$ cat config.mk
export PLATFORM = sky130hd
export DESIGN_NAME = popcount_arbiter_flat
export DESIGN_NICKNAME = d
export VERILOG_FILES = /design/src/rtl/popcount_arbiter_if.sv /design/src/rtl/popcount_arbiter.sv /design/src/flat_wrapper.sv
export SDC_FILE = /design/constraint.sdc
export NUM_CORES = 1
export LEC_CHECK = 0
export ABC_CLOCK_PERIOD_IN_PS = 10500
export CELL_PAD_IN_SITES_DETAIL_PLACEMENT = 1
export CELL_PAD_IN_SITES_GLOBAL_PLACEMENT = 2
export CORE_ASPECT_RATIO = 1.5
export CORE_MARGIN = 5
export CORE_UTILIZATION = 29
export DETAILED_ROUTE_END_ITERATION = 8
export PLACE_DENSITY = 0.83
export SYNTH_ARGS = -nofsm -noshare
export SYNTH_HDL_FRONTEND = slang
export SYNTH_SLANG_ARGS = --single-unit
export TNS_END_PERCENT = 100
$ cat constraint.sdc
create_clock -name clk -period 10.5 [get_ports clk]
set_input_delay 1.05 -clock clk [delete_from_list [all_inputs] [get_ports clk]]
set_output_delay 1.05 -clock clk [all_outputs]
set_load 0.1 [all_outputs]
$ cat src/rtl/popcount_arbiter_if.sv
`default_nettype none
// ============================================================================
//  Module      : popcount_arbiter_if
//  Description : Handshake bundle between two word requesters, one result
//                consumer and the popcount_arbiter.
//                  req0_*  : requester 0 valid/ready word channel
//                  req1_*  : requester 1 valid/ready word channel
//                  resp_*  : single-entry result channel (id + ones count)
//                master = requesters/consumer side, slave = arbiter side.
//  Revision    : 1.0 - initial release
// ============================================================================
interface popcount_arbiter_if;
  logic        req0_valid;
  logic [11:0] req0_bits;
  logic        req0_ready;
  logic        req1_valid;
  logic [11:0] req1_bits;
  logic        req1_ready;
  logic        resp_valid;
  logic        resp_id;
  logic [3:0]  resp_count;
  logic        resp_ready;

  modport master (
    output req0_valid, req0_bits, input req0_ready,
    output req1_valid, req1_bits, input req1_ready,
    input  resp_valid, resp_id, resp_count,
    output resp_ready
  );

  modport slave (
    input  req0_valid, req0_bits, output req0_ready,
    input  req1_valid, req1_bits, output req1_ready,
    output resp_valid, resp_id, resp_count,
    input  resp_ready
  );
endinterface
`default_nettype wire

$ cat src/rtl/popcount_arbiter.sv
`default_nettype none
// ============================================================================
//  Module      : LUT_12bit_1s
//  Description : Combinational ones counter for a 12-bit word.
//                  bits  : input word
//                  count : number of set bits, 0..12
//  Revision    : 1.0 - initial release
// ============================================================================
module LUT_12bit_1s (
  input  logic [11:0] bits,
  output logic [3:0]  count
);
  logic [3:0] w_acc;

  always_comb begin
    w_acc = 4'd0;
    for (int i = 0; i < 12; i++) begin
      w_acc = w_acc + {3'b000, bits[i]};
    end
  end

  assign count = w_acc;
endmodule

// ============================================================================
//  Module      : popcount_arbiter
//  Description : Round-robin sharing of one 12-bit ones counter between two
//                valid/ready requesters. Results go to a single-entry output
//                buffer tagged with the requester id; a saturating running
//                total of ones is kept per requester.
//                  clk, rst      : clock, synchronous active-high reset
//                  bus (slave)   : req0/req1 word channels, resp channel
//                  clr_totals    : clear both running totals
//                  total0/total1 : per-requester running totals (TOT_W bits)
//  Revision    : 1.0 - initial release
// ============================================================================
module popcount_arbiter #(
  parameter int TOT_W = 16
) (
  input  logic              clk,
  input  logic              rst,
  popcount_arbiter_if.slave bus,
  input  logic              clr_totals,
  output logic [TOT_W-1:0]  total0,
  output logic [TOT_W-1:0]  total1
);
  localparam logic [0:0] ST_EMPTY = 1'b0;
  localparam logic [0:0] ST_FULL  = 1'b1;

  logic [0:0]       r_state;
  logic             r_id;
  logic [3:0]       r_count;
  logic             r_prio;
  logic [TOT_W-1:0] r_total0;
  logic [TOT_W-1:0] r_total1;

  logic             w_slot_free;
  logic             w_both;
  logic             w_grant;
  logic             w_gnt_id;
  logic [11:0]      w_bits;
  logic [3:0]       w_count;
  logic [TOT_W-1:0] w_acc_sel;
  logic [TOT_W:0]   w_sum;
  logic [TOT_W-1:0] w_acc_next;

  // The buffer can take a new word when empty or when it is being drained
  // in this same cycle.
  assign w_slot_free = (r_state == ST_EMPTY) || bus.resp_ready;
  assign w_both      = bus.req0_valid && bus.req1_valid;

  // Gating with rst keeps both readies low while in reset, so a requester
  // never believes a word was taken that the reset then discards.
  assign w_grant  = !rst && w_slot_free && (bus.req0_valid || bus.req1_valid);

  // Contention resolved by the pointer; otherwise the lone valid requester.
  assign w_gnt_id = w_both ? r_prio : !bus.req0_valid;

  assign bus.req0_ready = w_grant && !w_gnt_id;
  assign bus.req1_ready = w_grant &&  w_gnt_id;

  assign w_bits = w_gnt_id ? bus.req1_bits : bus.req0_bits;

  LUT_12bit_1s u_ones (
    .bits  (w_bits),
    .count (w_count)
  );

  // Only one total can change per cycle, so a single adder is shared.
  // The extra MSB of w_sum is the overflow flag used for saturation.
  assign w_acc_sel  = w_gnt_id ? r_total1 : r_total0;
  assign w_sum      = {1'b0, w_acc_sel} + (TOT_W+1)'(w_count);
  assign w_acc_next = w_sum[TOT_W] ? {TOT_W{1'b1}} : w_sum[TOT_W-1:0];

  always_ff @(posedge clk) begin
    if (rst) begin
      r_state  <= ST_EMPTY;
      r_id     <= 1'b0;
      r_count  <= 4'd0;
      r_prio   <= 1'b0;
      r_total0 <= '0;
      r_total1 <= '0;
    end else begin
      // Output buffer: a grant always (re)fills it; a drain without a
      // refill empties it while id/count keep their last values.
      if (w_grant) begin
        r_state <= ST_FULL;
        r_id    <= w_gnt_id;
        r_count <= w_count;
      end else if (bus.resp_ready) begin
        r_state <= ST_EMPTY;
      end

      // Pointer moves only on a contended grant, to the loser.
      if (w_grant && w_both) begin
        r_prio <= ~w_gnt_id;
      end

      // Clearing wins over a same-cycle accumulation.
      if (clr_totals) begin
        r_total0 <= '0;
        r_total1 <= '0;
      end else if (w_grant) begin
        if (w_gnt_id) begin
          r_total1 <= w_acc_next;
        end else begin
          r_total0 <= w_acc_next;
        end
      end
    end
  end

  assign bus.resp_valid = (r_state == ST_FULL);
  assign bus.resp_id    = r_id;
  assign bus.resp_count = r_count;
  assign total0         = r_total0;
  assign total1         = r_total1;
endmodule
`default_nettype wire

$ cat src/flat_wrapper.sv
// flat-port wrapper written by rule: the top's interface ports become plain ports
module popcount_arbiter_flat 
#(
  parameter int TOT_W = 16
)
  (clk, rst, clr_totals, total0, total1, bus_req0_valid, bus_req0_bits, bus_req0_ready, bus_req1_valid, bus_req1_bits, bus_req1_ready, bus_resp_valid, bus_resp_id, bus_resp_count, bus_resp_ready);
  popcount_arbiter_if bus_i ();
  input  logic clk;
  input  logic rst;
  input  logic clr_totals;
  output logic [TOT_W-1:0] total0;
  output logic [TOT_W-1:0] total1;
  input wire logic [$bits(bus_i.req0_valid)-1:0] bus_req0_valid;
  input wire logic [$bits(bus_i.req0_bits)-1:0] bus_req0_bits;
  output wire logic [$bits(bus_i.req0_ready)-1:0] bus_req0_ready;
  input wire logic [$bits(bus_i.req1_valid)-1:0] bus_req1_valid;
  input wire logic [$bits(bus_i.req1_bits)-1:0] bus_req1_bits;
  output wire logic [$bits(bus_i.req1_ready)-1:0] bus_req1_ready;
  output wire logic [$bits(bus_i.resp_valid)-1:0] bus_resp_valid;
  output wire logic [$bits(bus_i.resp_id)-1:0] bus_resp_id;
  output wire logic [$bits(bus_i.resp_count)-1:0] bus_resp_count;
  input wire logic [$bits(bus_i.resp_ready)-1:0] bus_resp_ready;
  assign bus_i.req0_valid = bus_req0_valid;
  assign bus_i.req0_bits = bus_req0_bits;
  assign bus_req0_ready = bus_i.req0_ready;
  assign bus_i.req1_valid = bus_req1_valid;
  assign bus_i.req1_bits = bus_req1_bits;
  assign bus_req1_ready = bus_i.req1_ready;
  assign bus_resp_valid = bus_i.resp_valid;
  assign bus_resp_id = bus_i.resp_id;
  assign bus_resp_count = bus_i.resp_count;
  assign bus_i.resp_ready = bus_resp_ready;
  popcount_arbiter #(.TOT_W(TOT_W)) u_core (.clk(clk), .rst(rst), .bus(bus_i), .clr_totals(clr_totals), .total0(total0), .total1(total1));
endmodule
After elaboration in Yosys (flattened, before gate mapping). Index checks and enable logic that the tools add are counted.

Input bits: 30. Output and inout bits: 40. Logic and storage cells: 41. Bits in registers: 39.

Bitwise operators: 2. Reduce and logical (&&, ||, !) cells: 15. Mux-type cells: 6. $add $sub $neg: 12.

Operators with widths (count): adder 4 x 1 -> 4 bit (8); 2-to-1 mux 16 bit (2); adder 16 x 4 -> 17 bit (1); 2-to-1 mux 12 bit (1); logical AND 1 bit (6); adder 3 x 1 -> 4 bit (1); AND reduction 2 bit (2); adder 2 x 1 -> 3 bit (1); zero test 1 bit (3); 2-to-1 mux 1 bit (3); adder 1 x 1 -> 2 bit (1); logical OR 1 bit (2); inverter 1 bit (2); nonzero test 2 bit (1); OR reduction 2 bit (1).

Longest topological paths before layout. Gate-level depths: netlist of the first run.

Depth after elaboration: 16. Depth in mapped cells: 22. Mapped depth without buffers: 19.

Hierarchy. From an unflattened synthesis of the first run, not the netlist that was laid out.

Cells, all modules: 336. Area, all modules: 2531.2 µm².

By module, submodules not included: popcount_arbiter (instances 1, cells each 303, area each 2250.9 µm², sequential area each 780.7 µm²); LUT_12bit_1s (instances 1, cells each 33, area each 280.3 µm², sequential area each 0.0 µm²).

Worst setup path before layout of the first run. OpenSTA, ideal clock, no wires.

Kind: input to register. Start point: in bus_req0_valid. End point: reg u_core.r_total1[14], in the netlist u_core.total1[14]. Library setup time: 116 ps. Data required time: 10384 ps. Buffers on the path: 3. Stages: 20. Arrival: 6218 ps. Path slack: 4166 ps. Path through: a21bo_2 buf_6 buf_2 buf_1 nand2_1 nand2_1 fa_1 fa_1 fa_1 fa_1 ha_1 inv_1 fa_1 fa_1 nand2b_1 a21oi_2 o21ai_1 nor3_1 a31oi_1 o21a_1.

Word-level cells in the longest chain between the ends: 16. Elaborated cells between the ends (all ways): 21.

Ends and longest elaborated chain: start, declared (RTL line flat_wrapper.sv:13) `input wire logic [$bits(bus_i.req0_valid)-1:0] bus_req0_valid;`; zero test 1 bit or logical AND 1 bit (tied branches) (RTL line popcount_arbiter.sv:77, popcount_arbiter.sv:70); 2-to-1 mux 1 bit (RTL line popcount_arbiter.sv:77) `assign w_gnt_id = w_both ? r_prio : !bus.req0_valid;`; 2-to-1 mux 12 bit (RTL line popcount_arbiter.sv:82) `assign w_bits = w_gnt_id ? bus.req1_bits : bus.req0_bits;`; adder 1 x 1 -> 2 bit (RTL line popcount_arbiter.sv:18) `w_acc = w_acc + {3'b000, bits[i]};`; adder 2 x 1 -> 3 bit (RTL line popcount_arbiter.sv:18); adder 3 x 1 -> 4 bit (RTL line popcount_arbiter.sv:18); adder 4 x 1 -> 4 bit (8 in a row) (RTL line popcount_arbiter.sv:18); adder 16 x 4 -> 17 bit (RTL line popcount_arbiter.sv:92) `assign w_sum = {1'b0, w_acc_sel} + (TOT_W+1)'(w_count);`; 2-to-1 mux 16 bit (RTL line popcount_arbiter.sv:93) `assign w_acc_next = w_sum[TOT_W] ? {TOT_W{1'b1}} : w_sum[TOT_W-1:0];`; end signal, assigned (RTL line popcount_arbiter.sv:125) `r_total1 <= w_acc_next;`; end, declared (RTL line popcount_arbiter.sv:55) `logic [TOT_W-1:0] r_total1;`.

Parallel ways exist; a longest one is shown, timed or not. A chain may end at the register's enable or synchronous reset.

Worst setup path after layout of the first run. Ends and elaborated chain as after synthesis.

==> run_summary.xml, run 1 <==
<?xml version="1.0" encoding="UTF-8"?>
<metrics>
  <group name="run_status">
    <metric name="run_status" unit="">completed</metric>
  </group>
  <group name="critical_path">
    <metric name="cpPeakStageDelay" unit="ns">0.69</metric>
    <metric name="crit_path_cell_trace" unit="">clkdlybuf4s50_1 -&gt; a21boi_4 -&gt; nand2_1 -&gt; nand2_1 -&gt; fa_1 -&gt; fa_1 -&gt; fa_1 -&gt; fa_1 -&gt; ha_1 -&gt; inv_1 -&gt; fa_1 -&gt; fa_1 -&gt; nand2b_1 -&gt; a21oi_2 -&gt; o21ai_1 -&gt; nor3_1 -&gt; a31oi_1 -&gt; o21a_1</metric>
    <metric name="criticalPathCategory" unit="">in -&gt; reg</metric>
    <metric name="worst_ep_arrival_time" unit="ns">7.11</metric>
    <metric name="worst-path-buf-inv" unit="">2</metric>
    <metric name="critical_path_required" unit="ns">10.68</metric>
    <metric name="path_delay_family" unit="">adder cells</metric>
    <metric name="critical_path_slowest_stage_cell" unit="">sky130_fd_sc_hd__a21boi_4</metric>
    <metric name="setup.worst_path.start_class" unit="">input port</metric>
    <metric name="cp-end-kind" unit="">flop</metric>
    <metric name="crit_path_frequent_cell" unit="">sky130_fd_sc_hd__fa_1</metric>
    <metric name="worst-path-max-fanout" unit="">28</metric>
  </group>
  <group name="flow_run">
    <metric name="max-cap-violations" unit="">0</metric>
  </group>
  <group name="final_layout">
    <metric name="final_cell_count_no_fill" unit="">489</metric>
    <metric name="multi_input_area" unit="sq um">1590</metric>
    <metric name="most-common-layout-cells" unit="">sky130_fd_sc_hd__clkdlybuf4s50_1 (69), sky130_fd_sc_hd__nand2_1 (63), sky130_fd_sc_hd__dfxtp_1 (39)</metric>
    <metric name="fillers" unit="">1031</metric>
    <metric name="syn_to_final_growth" unit="%">36.9</metric>
    <metric name="final_common_cell" unit="">sky130_fd_sc_hd__clkdlybuf4s50_1</metric>
    <metric name="final-seq-area" unit="sq um">781</metric>
    <metric name="antenna_cells_inserted" unit="">0</metric>
    <metric name="design.final.nets" unit="">427</metric>
    <metric name="layout-drive-gt1-share" unit="">0.0759</metric>
  </group>
  <group name="detailed_routing">
    <metric name="drcViolationCount" unit="">0</metric>
    <metric name="detailroute.via_count" unit="">2557</metric>
    <metric name="dr.pass1.iters" unit="">4</metric>
    <metric name="drt_first_iter_violations" unit="">70</metric>
    <metric name="drt-vias-per-instance" unit="">5.23</metric>
    <metric name="route.antenna.remaining_nets" unit="">0</metric>
    <metric name="drt-total-wl" unit="um">8290</metric>
    <metric name="wl_per_cell" unit="um">17.0</metric>
  </group>
  <group name="grt">
    <metric name="globalRouteOverflowTotal" unit="">0</metric>
    <metric name="antenna_violations_before_repair" unit="">0</metric>
    <metric name="grt_pass1_vias" unit="">2689</metric>
    <metric name="grt_pass1_wl" unit="um">13700</metric>
    <metric name="grtUsageTotal" unit="">0.165</metric>
    <metric name="maximum_number_of_pins_on_one_net_before_global_route_repair" unit="">30</metric>
  </group>
  <group name="power_and_ir_drop">
    <metric name="total_power" unit="uW">586</metric>
    <metric name="pwr-share-seq" unit="">0.276</metric>
    <metric name="total_switching_power" unit="uW">245</metric>
    <metric name="power.share.switching" unit="">0.419</metric>
    <metric name="internal_power_consumption" unit="uW">340</metric>
    <metric name="share_comb_of_total_power" unit="">0.467</metric>
    <metric name="share_clk_of_total_power" unit="">0.257</metric>
    <metric name="power_leakage" unit="nW">1.29</metric>
    <metric name="power_per_cell_area" unit="nW/um^2">172</metric>
    <metric name="maximum_vdd_drop" unit="uV">90.0</metric>
  </group>
  <group name="sta">
    <metric name="timing.fmax" unit="MHz">144</metric>
    <metric name="final.period_utilization" unit="">0.660</metric>
    <metric name="max_slew_margin" unit="">0.313</metric>
    <metric name="fin_skew" unit="ns">0.00722</metric>
    <metric name="worst_pin_slew" unit="ns">1.03</metric>
    <metric name="final_hold_viol_count" unit="">0</metric>
    <metric name="post-route-min-period" unit="ns">6.93</metric>
    <metric name="fin_setup_tns" unit="ns">0</metric>
    <metric name="rsz0062_at_grt" unit="">false</metric>
    <metric name="timing.final.setup_violations" unit="">0</metric>
    <metric name="maxSlewViolCount" unit="">0</metric>
  </group>
  <group name="yosys">
    <metric name="mappedNetlistNets" unit="">362</metric>
    <metric name="ys_seq_elements" unit="">39</metric>
    <metric name="ys_warn_count" unit="">0</metric>
    <metric name="ys_dominant_reg_cell" unit="">sky130_fd_sc_hd__dfxtp_1</metric>
    <metric name="post_synth_design_cell_area" unit="sq um">2480</metric>
    <metric name="synth_enable_flop_cells" unit="">0</metric>
    <metric name="avgSynthCellArea" unit="sq um">7.86</metric>
    <metric name="ys_seq_area_frac" unit="">0.314</metric>
    <metric name="netlist_instances" unit="">316</metric>
    <metric name="netlist-cell-type-count" unit="">57</metric>
    <metric name="async_flop_share" unit="">0</metric>
  </group>
  <group name="placement">
    <metric name="dp.cells" unit="">481</metric>
    <metric name="place.detailed.hpwl" unit="um">6460</metric>
    <metric name="io_buffers" unit="">69</metric>
    <metric name="routability_congestion" unit="">0.858</metric>
  </group>
  <group name="die">
    <metric name="die_span_y" unit="um">123</metric>
    <metric name="floorplan.initialDensity" unit="">0.295</metric>
    <metric name="rows" unit="">41</metric>
    <metric name="die_width" unit="um">85.6</metric>
    <metric name="design.die.area" unit="sq um">10600</metric>
    <metric name="fp.coreArea" unit="sq um">8410</metric>
    <metric name="top_level_ports" unit="">70</metric>
  </group>
  <group name="clocking">
    <metric name="tritoncts" unit="">built</metric>
    <metric name="h_tree_lvls" unit="">2</metric>
    <metric name="ctsLongestPathBuffers" unit="">2</metric>
    <metric name="clock_insertion_delay_worst_skew" unit="ns">0.29</metric>
    <metric name="root_buffer_selected_by_cts" unit="">sky130_fd_sc_hd__clkbuf_16</metric>
    <metric name="cts_hold_buffers_added" unit="">0</metric>
    <metric name="post-cts-setup-buffer-count" unit="">0</metric>
    <metric name="clock_sinks" unit="">39</metric>
    <metric name="clk_pin_slew_worst_paths" unit="ns">0.06</metric>
    <metric name="tritoncts.num_buffers" unit="">5</metric>
    <metric name="cts-resized-gates" unit="">0</metric>
  </group>
  <group name="min_path">
    <metric name="min_path_type" unit="">reg -&gt; reg</metric>
  </group>
</metrics>
==> logic make-up (layout without fill, tap and decap cells) <==
family / after synthesis / count (layout) / synth area share
flops: 39 / 39 / 0.314
fa+ha+maj: 16 / 16 / 0.105
xor+xnor: 3 / 3 / 0.0106
compound gates: 95 / 95 / 0.267
simple gates: 133 / 133 / 0.244
mux: 3 / 3 / 0.0121
buf+inv: 27 / 93 / 0.0474
==> final timing paths <==
check	startpoint	end	slack, ns	depth (start not counted)
max	bus_req0_valid	u_core.total1[14]	3.57	18
max reg2reg	u_core.r_prio	u_core.total1[14]	4.55	17
min reg2reg	u_core.bus.resp_count[0]	u_core.bus.resp_count[0]	0.48	2
min	u_core.bus.resp_count[0]	u_core.bus.resp_count[0]	0.48	2
==> routing by layer <==
layer	part of all wire	wire (um)	up-vias	global-route usage
li1	-	-	1255	-
met1	0.40	3280	1224	0.179
met2	0.54	4500	62	0.312
met3	0.040	330	16	0.0320
met4	0.021	174	0	0.0604
met5	0	0	-	0
==> sequential cells by signal, summed over array words and instances (netlist names) <==
name and flops:
u_core.bus.resp_valid 1, u_core.total1 16, u_core.r_prio 1, u_core.bus.resp_id 1
u_core.bus.resp_count 4, u_core.total0 16
==> Yosys cell counts, types with 3 or more instances <==
| master | instances | area share |
|---|---|---|
| sky130_fd_sc_hd__nand3_1 | 11 | 0.022 |
| sky130_fd_sc_hd__ha_1 | 8 | 0.040 |
| sky130_fd_sc_hd__a211oi_1 | 4 | 0.012 |
| sky130_fd_sc_hd__o22ai_1 | 4 | 0.010 |
| sky130_fd_sc_hd__nand2b_1 | 3 | 0.0076 |
| sky130_fd_sc_hd__a21o_1 | 6 | 0.018 |
| sky130_fd_sc_hd__a21oi_2 | 4 | 0.014 |
| sky130_fd_sc_hd__buf_2 | 4 | 0.0081 |
| sky130_fd_sc_hd__nor3_1 | 12 | 0.024 |
| sky130_fd_sc_hd__fa_1 | 8 | 0.064 |
| sky130_fd_sc_hd__nand2_1 | 63 | 0.095 |
| sky130_fd_sc_hd__o21ai_0 | 16 | 0.032 |
| sky130_fd_sc_hd__clkbuf_1 | 4 | 0.0060 |
| sky130_fd_sc_hd__inv_1 | 13 | 0.020 |
| sky130_fd_sc_hd__nor2_1 | 26 | 0.039 |
| sky130_fd_sc_hd__dfxtp_1 | 39 | 0.31 |
| sky130_fd_sc_hd__mux2i_1 | 3 | 0.012 |
| sky130_fd_sc_hd__o21ai_1 | 6 | 0.012 |
| sky130_fd_sc_hd__a21oi_1 | 17 | 0.034 |
| sky130_fd_sc_hd__o21a_1 | 8 | 0.024 |
| sky130_fd_sc_hd__a31oi_1 | 7 | 0.018 |
| sky130_fd_sc_hd__a311oi_1 | 7 | 0.025 |
==> cell type report <==
type | count | area share
Timing Repair Buffer | 70 | 0.205
Inverter | 15 | 0.0166
Tap cell | 107 | 0.0394
Clock inverter | 3 | 0.00589
Sequential cell | 39 | 0.230
Multi-Input combinational cell | 250 | 0.466
Clock buffer | 5 | 0.0368
==> worst min-delay path, delay by kind of cell, from the launching register on <==
| kind | cells | cell delay (ns) |
|---|---|---|
| DFF | 1 | 0.31 |
| and+or+nand+nor | 2 | 0.13 |
==> stage by stage <==
stage / setup WS [ns] / utilization / area [sq um] / hold slack [ns]
5_1_grt: 3.22 / 0.404 / 3400 / 0.501
3_5_place_dp: 3.21 / 0.387 / 3250 / 0.465
4_1_cts: 3.52 / 0.404 / 3400 / 0.482
3_3_place_gp: 3.39 / 0.387 / 3250 / 0.464
2_1_floorplan: 4.17 / - / 2480 / 0.556
6_report: 3.57 / 0.404 / 3400 / 0.479
==> power groups by stage <==
stage / Combinational [mW] / Clock (mW) / Sequential, mW
2_1_floorplan: 0.145 / 0 / 0.221
3_5_place_dp: 0.279 / 0 / 0.165
4_1_cts: 0.280 / 0.155 / 0.161
5_1_grt: 0.306 / 0.161 / 0.162
6_report: 0.274 / 0.151 / 0.161
3_3_place_gp: 0.273 / 0 / 0.165
(Power assumes the default switching activity.)
==> run 2: changes to the inputs <==
--- a/config.mk
+++ b/config.mk
@@ -5,14 +5,14 @@
 export SDC_FILE = /design/constraint.sdc
 export NUM_CORES = 1
 export LEC_CHECK = 0
-export ABC_CLOCK_PERIOD_IN_PS = 10500
+export ABC_CLOCK_PERIOD_IN_PS = 6600
 export CELL_PAD_IN_SITES_DETAIL_PLACEMENT = 1
 export CELL_PAD_IN_SITES_GLOBAL_PLACEMENT = 2
 export CORE_ASPECT_RATIO = 1.5
 export CORE_MARGIN = 5
-export CORE_UTILIZATION = 29
+export CORE_UTILIZATION = 27
 export DETAILED_ROUTE_END_ITERATION = 8
-export PLACE_DENSITY = 0.83
+export PLACE_DENSITY = 0.78
 export SYNTH_ARGS = -nofsm -noshare
 export SYNTH_HDL_FRONTEND = slang
 export SYNTH_SLANG_ARGS = --single-unit
==> constraint.sdc (replaced) <==
create_clock -name clk -period 6.6 [get_ports clk]
set_input_delay 0.66 -clock clk [delete_from_list [all_inputs] [get_ports clk]]
set_output_delay 0.66 -clock clk [all_outputs]
set_load 0.1 [all_outputs]
==> run 2 against run 1 <==
Against the previous run:
- hold slack improved by 0.00098 ns
- die area increased by 6.7%
- clock-buffer cell count increased by 1
- register-to-register slack got worse by 3.4 ns
- global-route usage decreased by 0.18 points
- worst setup slack got worse by 3.0 ns
- sequential power increased by 60%
- largest power group unchanged
==> run_summary.xml, run 2 (synthesis results as in run 1) <==
<?xml version="1.0" encoding="UTF-8"?>
<metrics>
  <group name="critical_path">
    <metric name="critical_path_required" unit="ns">6.78</metric>
    <metric name="reg2reg_setup_slack" unit="ns">1.12</metric>
    <metric name="worstReg2RegEnd" unit="">u_core.total0[15]</metric>
    <metric name="worst-path-max-fanout" unit="">11</metric>
    <metric name="cell_depth_of_the_worst_flop_to_flop_path" unit="">18</metric>
    <metric name="criticalPathCategory" unit="">in -&gt; reg</metric>
    <metric name="worst_r2r_startpoint" unit="">u_core.r_prio</metric>
    <metric name="setup.worst_path.start_class" unit="">input port</metric>
    <metric name="worst_ep_arrival_time" unit="ns">6.25</metric>
    <metric name="cp-end-kind" unit="">flop</metric>
  </group>
  <group name="clocking">
    <metric name="cts-resized-gates" unit="">0</metric>
    <metric name="clock_insertion_delay_worst_skew" unit="ns">0.28</metric>
    <metric name="clock_sinks" unit="">39</metric>
    <metric name="post-cts-setup-buffer-count" unit="">0</metric>
    <metric name="h_tree_lvls" unit="">2</metric>
    <metric name="tritoncts.num_buffers" unit="">5</metric>
    <metric name="ctsLongestPathBuffers" unit="">2</metric>
    <metric name="root_buffer_selected_by_cts" unit="">sky130_fd_sc_hd__clkbuf_16</metric>
    <metric name="cts_hold_buffers_added" unit="">0</metric>
    <metric name="clk_pin_slew_worst_paths" unit="ns">0.06</metric>
    <metric name="tritoncts" unit="">built</metric>
  </group>
  <group name="final_layout">
    <metric name="layout-drive-gt1-share" unit="">0.0831</metric>
    <metric name="design.final.nets" unit="">430</metric>
    <metric name="syn_to_final_growth" unit="%">39.2</metric>
    <metric name="antenna_cells_inserted" unit="">0</metric>
    <metric name="final_common_cell" unit="">sky130_fd_sc_hd__clkdlybuf4s50_1</metric>
    <metric name="most-common-layout-cells" unit="">sky130_fd_sc_hd__clkdlybuf4s50_1 (69), sky130_fd_sc_hd__nand2_1 (63), sky130_fd_sc_hd__dfxtp_1 (39)</metric>
  </group>
  <group name="power_and_ir_drop">
    <metric name="share_comb_of_total_power" unit="">0.446</metric>
    <metric name="total_switching_power" unit="uW">392</metric>
    <metric name="power.share.switching" unit="">0.399</metric>
    <metric name="pwr-share-seq" unit="">0.262</metric>
    <metric name="power_leakage" unit="nW">1.32</metric>
    <metric name="power_per_cell_area" unit="nW/um^2">284</metric>
    <metric name="internal_power_consumption" unit="uW">591</metric>
    <metric name="maximum_vdd_drop" unit="uV">131</metric>
    <metric name="share_clk_of_total_power" unit="">0.292</metric>
  </group>
  <group name="run_status">
    <metric name="run_status" unit="">completed</metric>
  </group>
  <group name="sta">
    <metric name="max_slew_margin" unit="">0.333</metric>
    <metric name="fin_setup_tns" unit="ns">0</metric>
    <metric name="final_hold_slack" unit="ns">0.480</metric>
    <metric name="worst_pin_slew" unit="ns">0.998</metric>
    <metric name="maxSlewViolCount" unit="">0</metric>
    <metric name="final.period_utilization" unit="">0.919</metric>
    <metric name="rsz0062_at_grt" unit="">false</metric>
    <metric name="timing.final.setup_violations" unit="">0</metric>
    <metric name="timing.fmax" unit="MHz">165</metric>
    <metric name="post-route-min-period" unit="ns">6.07</metric>
    <metric name="fin_skew" unit="ns">0.00417</metric>
    <metric name="final_hold_viol_count" unit="">0</metric>
  </group>
  <group name="detailed_routing">
    <metric name="route.antenna.remaining_nets" unit="">0</metric>
    <metric name="drt-total-wl" unit="um">8870</metric>
    <metric name="dr.pass1.iters" unit="">4</metric>
    <metric name="detailroute.via_count" unit="">2607</metric>
    <metric name="drt_first_iter_violations" unit="">85</metric>
    <metric name="drt-vias-per-instance" unit="">5.25</metric>
    <metric name="drcViolationCount" unit="">0</metric>
    <metric name="wl_per_cell" unit="um">17.9</metric>
  </group>
  <group name="min_path">
    <metric name="hold_end" unit="">u_core.bus.resp_count[0]</metric>
    <metric name="worst_hold_path.num_cells" unit="">2</metric>
    <metric name="hold_start" unit="">u_core.bus.resp_count[0]</metric>
    <metric name="min_path_type" unit="">reg -&gt; reg</metric>
  </group>
  <group name="die">
    <metric name="floorplan.initialDensity" unit="">0.272</metric>
    <metric name="rows" unit="">43</metric>
    <metric name="fp.coreArea" unit="sq um">9150</metric>
    <metric name="die_span_y" unit="um">127</metric>
    <metric name="die_width" unit="um">88.3</metric>
    <metric name="design.die.area" unit="sq um">11300</metric>
    <metric name="top_level_ports" unit="">70</metric>
  </group>
  <group name="placement">
    <metric name="place.detailed.hpwl" unit="um">6830</metric>
    <metric name="routability_congestion" unit="">0.892</metric>
    <metric name="io_buffers" unit="">69</metric>
  </group>
  <group name="grt">
    <metric name="antenna_violations_before_repair" unit="">0</metric>
    <metric name="globalRouteOverflowTotal" unit="">0</metric>
    <metric name="maximum_number_of_pins_on_one_net_before_global_route_repair" unit="">19</metric>
    <metric name="grt_pass1_vias" unit="">2733</metric>
    <metric name="grtUsageTotal" unit="">0.163</metric>
    <metric name="grt_pass1_wl" unit="um">14200</metric>
  </group>
  <group name="flow_run">
    <metric name="max-cap-violations" unit="">0</metric>
  </group>
</metrics>
## run 2: power groups by stage
stage	combinational, mW	clock, mW	sequential, mW
2_1_floorplan	0.230	0	0.352
3_3_place_gp	0.438	0	0.262
3_5_place_dp	0.447	0	0.263
4_1_cts	0.450	0.295	0.258
5_1_grt	0.485	0.302	0.259
6_report	0.439	0.287	0.257
## run 2: per-stage QoR
step	std cells	util	setup WS [ns]	power, mW	cell area, sq um
2_1_floorplan	316	-	0.656	0.582	2480
3_3_place_gp	489	0.359	0.277	0.701	3280
3_5_place_dp	489	0.359	0.198	0.709	3280
4_1_cts	497	0.378	0.484	1.00	3460
5_1_grt	497	0.378	0.187	1.05	3460
6_report	497	0.378	0.535	0.983	3460
## run 2: how the worst max path moves through the flow
stage          slack (ns)                 to  depth (start not counted)      startpoint
6_report             0.53  u_core.total0[15]                         19  bus_req0_valid
5_1_grt              0.19  u_core.total0[14]                         18  bus_req1_valid
4_1_cts              0.48  u_core.total1[15]                         19  bus_req0_valid
3_5_place_dp         0.20  u_core.total1[15]                         19  bus_req0_valid
3_3_place_gp         0.28  u_core.total0[15]                         19  bus_req1_valid
2_1_floorplan        0.66  u_core.total1[14]                         20  bus_req0_valid
## run 2: critical path, cell delays in order
cell                              delay (ns)
sky130_fd_sc_hd__clkdlybuf4s50_1        0.55
sky130_fd_sc_hd__a21boi_4               0.39
sky130_fd_sc_hd__nand2_1                0.11
sky130_fd_sc_hd__nand2_1                0.09
sky130_fd_sc_hd__fa_1                   0.44
sky130_fd_sc_hd__fa_1                   0.53
sky130_fd_sc_hd__fa_1                   0.53
sky130_fd_sc_hd__fa_1                   0.56
sky130_fd_sc_hd__ha_1                   0.17
sky130_fd_sc_hd__inv_1                  0.05
sky130_fd_sc_hd__fa_1                   0.57
sky130_fd_sc_hd__inv_1                  0.07
sky130_fd_sc_hd__ha_1                   0.31
sky130_fd_sc_hd__a211oi_1               0.30
sky130_fd_sc_hd__o21bai_1               0.18
sky130_fd_sc_hd__o21a_2                 0.20
sky130_fd_sc_hd__a21boi_2               0.19
sky130_fd_sc_hd__o21a_1                 0.17
sky130_fd_sc_hd__o21a_1                 0.16
## run 2: cell type report
class	instances	area, sq um
clock inverters	2	35.0
fillers	1112	5690
inverters	15	56.3
flip-flops and latches	39	781
well taps	112	140
multi-input cells	250	1590
clock buffers	6	139
repair buffers	73	721
## run 2: per-layer routing
metal	wire length [um]	GRT usage	vias up
li1	-	-	1261
met1	3410	0.179	1258
met2	4730	0.299	70
met3	458	0.0265	18
met4	273	0.0712	0
met5	0	0	-
